### src/rtl/ac97_pkg.sv
// ac97_pkg: shared AC'97 frame geometry, deframer state encoding and slot-boundary helper
package ac97_pkg;

    localparam int AC97_FRAME_BITS = 256;
    localparam int AC97_TAG_BITS   = 16;
    localparam int AC97_SLOT_BITS  = 20;
    localparam int AC97_NUM_SLOTS  = 12;

    typedef enum logic {HUNT, RUN} state_t;

    // True when frame bit b is the last (LSB) bit of one of the twelve slots.
    function automatic logic is_slot_end(input logic [7:0] b);
        int first_end;
        first_end = AC97_TAG_BITS + AC97_SLOT_BITS - 1;
        return (int'(b) >= first_end) && ((int'(b) - first_end) % AC97_SLOT_BITS == 0)
               && ((int'(b) - first_end) / AC97_SLOT_BITS < AC97_NUM_SLOTS);
    endfunction

endpackage

### src/rtl/ac97_deframer.sv
// ac97_deframer: aligns to SYNC and splits each 256-bit AC'97 frame into tag and slot words
// Ports: ac97_clk/ac97_rst_n clock and async active-low reset; sin/sync falling-edge-sampled
// link bits; tag/tag_stb tag word; slot_data/slot_idx/slot_valid/slot_stb slot words;
// frame_stb end of frame; locked alignment status; sync_err/err_count framing errors;
// frame_count complete frames received.
module ac97_deframer
    import ac97_pkg::*;
#(
    parameter int SYNC_LEN    = 16,
    parameter int LOCK_FRAMES = 2
) (
    input  logic        ac97_clk,
    input  logic        ac97_rst_n,
    input  logic        sin,
    input  logic        sync,
    output logic [15:0] tag,
    output logic        tag_stb,
    output logic [19:0] slot_data,
    output logic [3:0]  slot_idx,
    output logic        slot_valid,
    output logic        slot_stb,
    output logic        frame_stb,
    output logic        locked,
    output logic        sync_err,
    output logic [7:0]  err_count,
    output logic [15:0] frame_count
);

    localparam logic [8:0] SYNC_LEN_W = 9'(SYNC_LEN);

    state_t      state, state_nx;
    logic [7:0]  cnt, cnt_nx;
    logic [19:0] sh;
    logic [3:0]  slot_n;
    logic [3:0]  clean;
    logic [3:0]  clean_inc;
    logic        sync_prev;
    logic        rise, err, restart, tag_end, slot_done, frame_end;

    assign rise      = sync & ~sync_prev;
    assign clean_inc = (clean == 4'hF) ? clean : clean + 4'd1;

    // An early rise restarts the frame on the current bit, so no field of the
    // aborted frame completes on it; a level mismatch still lets the bit finish its field.
    always_comb begin
        state_nx  = state;
        cnt_nx    = cnt;
        err       = 1'b0;
        restart   = 1'b0;
        tag_end   = 1'b0;
        slot_done = 1'b0;
        frame_end = 1'b0;
        if (state == HUNT) begin
            if (rise) begin
                state_nx = RUN;
                cnt_nx   = 8'd1;
                restart  = 1'b1;
            end
        end else if (rise) begin
            err     = cnt != 8'd0;
            cnt_nx  = 8'd1;
            restart = 1'b1;
        end else if (cnt == 8'd0) begin
            err      = 1'b1;
            state_nx = HUNT;
        end else begin
            cnt_nx    = cnt + 8'd1;
            tag_end   = cnt == 8'(AC97_TAG_BITS - 1);
            slot_done = is_slot_end(cnt);
            frame_end = cnt == 8'(AC97_FRAME_BITS - 1);
            if (sync != ({1'b0, cnt} < SYNC_LEN_W)) begin
                err      = 1'b1;
                state_nx = HUNT;
            end
        end
    end

    always_ff @(posedge ac97_clk or negedge ac97_rst_n) begin
        if (!ac97_rst_n) begin
            state       <= HUNT;
            cnt         <= 8'd0;
            sh          <= 20'd0;
            slot_n      <= 4'd0;
            clean       <= 4'd0;
            sync_prev   <= 1'b0;
            tag         <= 16'd0;
            tag_stb     <= 1'b0;
            slot_data   <= 20'd0;
            slot_idx    <= 4'd0;
            slot_valid  <= 1'b0;
            slot_stb    <= 1'b0;
            frame_stb   <= 1'b0;
            locked      <= 1'b0;
            sync_err    <= 1'b0;
            err_count   <= 8'd0;
            frame_count <= 16'd0;
        end else begin
            state     <= state_nx;
            cnt       <= cnt_nx;
            sync_prev <= sync;
            sh        <= {sh[18:0], sin};
            slot_n    <= restart ? 4'd1 : (slot_done ? slot_n + 4'd1 : slot_n);
            tag_stb   <= tag_end;
            slot_stb  <= slot_done;
            frame_stb <= frame_end;
            sync_err  <= err;
            if (tag_end)
                tag <= {sh[14:0], sin};
            if (slot_done) begin
                slot_data  <= {sh[18:0], sin};
                slot_idx   <= slot_n;
                slot_valid <= tag[4'd15 - slot_n];
            end
            if (frame_end)
                frame_count <= frame_count + 16'd1;
            if (err) begin
                clean     <= 4'd0;
                locked    <= 1'b0;
                err_count <= (err_count == 8'hFF) ? err_count : err_count + 8'd1;
            end else if (frame_end) begin
                clean  <= clean_inc;
                locked <= locked | (clean_inc >= 4'(LOCK_FRAMES));
            end
        end
    end

endmodule
### config.mk
export PLATFORM = sky130hd
export DESIGN_NAME = ac97_deframer
export DESIGN_NICKNAME = d
export VERILOG_FILES = /design/src/rtl/ac97_pkg.sv /design/src/rtl/ac97_deframer.sv
export SDC_FILE = /design/constraint.sdc
export NUM_CORES = 1
export LEC_CHECK = 0
export ABC_CLOCK_PERIOD_IN_PS = 4250
export BUFFER_PORTS_ARGS = -buffer_cell sky130_fd_sc_hd__buf_4
export CORE_MARGIN = 8
export CORE_UTILIZATION = 35
export CTS_BUF_LIST = sky130_fd_sc_hd__clkbuf_16
export DETAILED_ROUTE_END_ITERATION = 8
export PLACE_DENSITY = 0.62
export SLEW_MARGIN = 10
export SYNTH_ARGS = -nofsm -noshare
export SYNTH_HDL_FRONTEND = slang
export SYNTH_SLANG_ARGS = --single-unit
### constraint.sdc
create_clock -name ac97_clk -period 4.25 [get_ports ac97_clk]
set_clock_uncertainty 0.1 [all_clocks]
set_input_delay 0.425 -clock ac97_clk [delete_from_list [all_inputs] [get_ports ac97_clk]]
set_output_delay 0.425 -clock ac97_clk [all_outputs]
set_load 0.005 [all_outputs]
# == Word level (Yosys, flattened, before mapping) ==
# Cells that the tools add are included.
# op_classes
addsub,7
n_div,2
magnitude_cmp,5
eq_ne,6
n_mux,31
bitwise,4
reduce_logical,10
# op_table
op,n
$div A32 B6 Y32 const B,1
$logic_not A32 Y1,1
$lt A32 B5 Y1 const B,1
$mod A32 B6 Y32 const B,1
$mux W8,4
$mux W1,21
$mux W4,5
$add A16 B1 Y16 const B,1
$add A8 B1 Y8 const B,2
$eq A8 B8 Y1 const B,2
$sub A8 B6 Y9 const B,1
$add A4 B1 Y4 const B,2
$eq A8 B4 Y1 const B,1
$ge A8 B6 Y1 const B,1
$logic_not A8 Y1,1
$lt A8 B5 Y1 const B,1
$reduce_bool A8 Y1,1
$reduce_bool A2 Y1,3
$lt A4 B5 Y1 const B,1
$bmux W1 S4,1
$eq A4 B4 Y1 const B,1
$ge A4 B2 Y1 const B,1
$reduce_and A2 Y1,2
$sub A4 B4 Y4 const A,1
6 further kinds,8
# totals
register_bits,107
inputBits,4
elab_cells,82

# == Longest topological paths before layout ==
# depth
depth_word,10
ltp_mapped,14
mapped_depth_nobuf,12

# == Worst setup path before layout ==
# Ideal clock, no wire load.
# synth_timing
path_kind,reg-to-reg
startpoint,register cnt[0]
endpoint,register slot_data[0]
setup_ns,0.125
arrival_ns,3.511
t_required_ns,4.025
setup_slack_ns,0.514
stages_incl_launch_ff,13
period_less_slack_ns,3.736
cell_sequence,dfrtp_1 > ha_1 > buf_2 > nor3b_1 > a31oi_1 > o31ai_4 > xor2_2 > o31a_1 > and3_1 > or4_4 > a211oi_4 > buf_4 > mux2_2
# synth_between
elab_chain_len,8
# synth_lines
item,line_no,source
start: declaration,ac97_deframer.sv:32,"logic [7:0] cnt, cnt_nx;"
start signal: assignment,ac97_deframer.sv:99,cnt <= cnt_nx;
"parallel branches: the longest is 5 deep, another holds $div A32 B6 Y32",-,
$mux W1 (*),ac97_deframer.sv:63,end else if (cnt == 8'd0) begin
$mux W1 (*),ac97_deframer.sv:59,end else if (rise) begin
$mux W1 (*),ac97_deframer.sv:53,if (state == HUNT) begin
end signal: assignment,ac97_deframer.sv:110,"slot_data <= {sh[18:0], sin};"
end: declaration,ac97_deframer.sv:18,"output logic [19:0] slot_data,"
# Every way passes the cells marked *.
# A chain may end at the register's enable or synchronous reset.

# == Final worst setup path ==
# layout_timing
startpoint,register cnt[0]
endpoint,register slot_data[9]
# The elaborated chain is that of the path after synthesis.

==> impl_metrics.ini <==
[timing]
final.setup.tns_ns = 0
hold_viol_final = 0
max_freq_ghz = 0.256
post-route-period-util_pct = 92.0
slew_headroom_pct = 46.9
slew_violations = 0
fin_hold_ws_ns = 0.0940
rsz0062_at_grt = false
period_needed_ns = 3.91
worst_pin_slew_ns = 0.788
finalSetupViolCount = 0

[clocking]
clk_latency_ns = 0.36
numCtsBuffers = 9
cts_tree = yes
clkTransAtPathRegs_ns = 0.08
cts-root-buf = clkbuf_16
ctsResizeCount = 0
cts-htree-levels = 3
clk_path_buf_depth = 2
cts_sinks = 107

[yosys]
syn_nets = 420
yosysSeqAreaShare_pct = 53.5
synth_seq_cells = 107
synth_edf_count = 0
syn_area_per_cell_um2 = 12.3
synth_flop_cell = dfrtp_1
synthCells = 408
async_flop_share_pct = 100
synth_area_mm2 = 0.00501
ys_types = 62
ys.warnings.count = 0

[layout]
nFillCells = 1290
antenna-diode-count = 0
fin_util_pct = 43.8
layout.nets = 499
syn2layout_area_growth_pct = 21.8
drive_above_1_share_pct = 34.1
finalNonFillerCells = 672
regArea_mm2 = 0.00268
multi_input_area_mm2 = 0.00220

[floorplanning]
ios = 74
rows = 43
die_w_um = 136
die-area_mm2 = 0.0184
initial_core_util_pct = 35.9
core_region_area_mm2 = 0.0139
dieHeight_um = 136

[worst_setup_path]
cp_data_arrival_time_ns = 4.06
cp-start-kind = flip-flop
critPathRequiredTime_ns = 4.39
setup.worst_path.class = reg2reg
cp_max_fo = 27
endpoint_kind = flip-flop

[grt]
grt-ovfl-total = 0
grt_use_total_pct = 12.6
grt_pass1_vias = 3519
grt_pass1_wl_mm = 18.4
grt_max_degree = 42
antenna_found_initial = 0

[place]
gp_congestion = 0.880
dp_hpwl_mm = 8.01
place_inst = 655
port_buffers = 73

[hold_path]
min_path_type = in2reg

[power]
power.density_mw_per_mm2 = 478
peakVddDrop_mv = 0.298
leakage_nw = 2.91
power_mw = 2.92

[drt]
ant_nets = 0
firstDrtPassIters = 4
vias = 3407
route.detailed.drc = 0
viasPerCell = 5.07
wirelength_mm = 11.0
drtIter0Drc = 237
wl_per_cell_um = 16.4

[run_status]
status = finished, final reports clean

[flow_run]
maxCapViolCount = 0
-- routing by layer --
metal / GRT usage [%] / share of wire [%] / up-vias
met4: 3.70 / 1.1 / 0
met5: 0 / 0 / -
met2: 19.4 / 46 / 84
li1: - / - / 1626
met3: 4.45 / 6.8 / 13
met1: 16.3 / 46 / 1684
-- power by group --
group	switching (mW)	internal [mW]	leakage (nW)
Sequential	0.102	1.09	1.42
Combinational	0.472	0.415	1.35
Clock	0.415	0.418	0.142
-- cells in the mapped netlist (2+ instances only) --
master     number  area share [%]
dfrtp_1       107              53
mux2_2         45              10
nand2_1        33             2.5
xnor2_1        22             3.8
nor2_1         20             1.5
nand3_1        13             1.3
xor2_1         13             2.3
nor3_1         12             1.2
ha_1            8             2.0
nand4_1         8             1.0
o21ai_0         8            0.80
a21oi_1         7            0.70
and3_1          7            0.87
buf_2           7            0.70
inv_1           7            0.52
a31oi_1         6            0.75
mux2i_1         6             1.2
clkbuf_1        5            0.37
mux4_2          5             2.2
nand2b_1        5            0.62
nor4_1          4            0.50
or3_1           4            0.50
a211oi_1        3            0.45
buf_4           3            0.45
buf_6           3            0.67
a21o_1          2            0.30
a31o_2          2            0.35
and3b_1         2            0.35
nand3b_1        2            0.30
nor2b_1         2            0.25
o2111ai_1       2            0.35
o21ai_1         2            0.20
o31a_1          2            0.35
o41a_1          2            0.45
xor2_2          2            0.65
-- worst max-delay path: stages, from the launching register on --
cell and delay (ns):
dfrtp_1 0.39, buf_4 0.18, ha_1 0.26, or3_1 0.38
nor4_1 0.30, or3_1 0.25, nand2_1 0.11, o31a_1 0.25
and3_1 0.19, or4_4 0.49, a211oi_4 0.31, buf_12 0.22
mux2_2 0.35
-- area by class of cell --
type / instances / share of cell area (%)
flip-flops and latches: 107 / 43.9
repair buffers: 86 / 10.8
clock buffers: 9 / 3.69
multi-input cells: 276 / 36.2
clock inverters: 7 / 1.29
inverters: 7 / 0.431
well taps: 180 / 3.69
-- logic make-up after synthesis --
family,synth area share (%)
adders and majority gates,2.00
AOI/OAI and AO/OA,8.45
and+or+nand+nor,13.0
DFF,53.5
buffers and inverters,2.72
xor gates and xnor gates,6.77
muxes,13.6
-- placed cells by master, fill, tap and decap left out, types with 3 or more instances in the layout --
cell type	count
mux2i_1	6
nand2b_1	5
nand2_1	33
mux2_2	45
nor3_1	11
or3_1	4
xnor2_1	22
nand4_1	8
xor2_1	13
and3_1	7
mux4_2	5
o21ai_0	8
nor4_1	3
dfrtp_1	107
nor2_1	20
nand3_1	13
buf_4	84
inv_1	7
a211oi_1	3
a31oi_1	6
clkbuf_16	9
a21oi_1	7
ha_1	8
-- flip-flops by register name, indices dropped and copies added (netlist names) --
signal	count
slot_data	20
sh	19
frame_count	16
tag	16
cnt	8
err_count	8
clean	4
slot_idx	4
slot_n	4
frame_stb	1
locked	1
slot_stb	1
slot_valid	1
state	1
sync_err	1
sync_prev	1
tag_stb	1
-- through the flow --
stage               worst slack [ns]  cell area (um^2)
floorplan                      0.514              5010
global placement               0.415              5780
detailed placement             0.348              5780
CTS                            0.337              6100
global route                  0.0990              6100
finish                         0.338              6100
-- worst paths after layout --
path	start	endpoint	slack (ns)	depth (start not counted)
worst max-delay path	cnt[0]$_DFFE_PN0P_	slot_data[9]$_DFFE_PN0P_	0.34	12
worst min-delay path	sin	sh[0]$_DFF_PN0_	0.09	1
worst max register to register	cnt[0]$_DFFE_PN0P_	slot_data[9]$_DFFE_PN0P_	0.34	12
worst min register to register	sh[17]$_DFF_PN0_	sh[18]$_DFF_PN0_	0.28	0
max in group asynchronous	ac97_rst_n	frame_count[15]$_DFFE_PN0P_	2.71	3
min in group asynchronous	ac97_rst_n	slot_data[4]$_DFFE_PN0P_	0.50	2
-- repair_timing --
action	in CTS	in global routing
setup buffers	0	0
hold buffers	1	0
endpoints found under the setup margin	0	0
endpoints found under the hold margin	39	0
No activity file was read; power rests on OpenSTA's default activity.
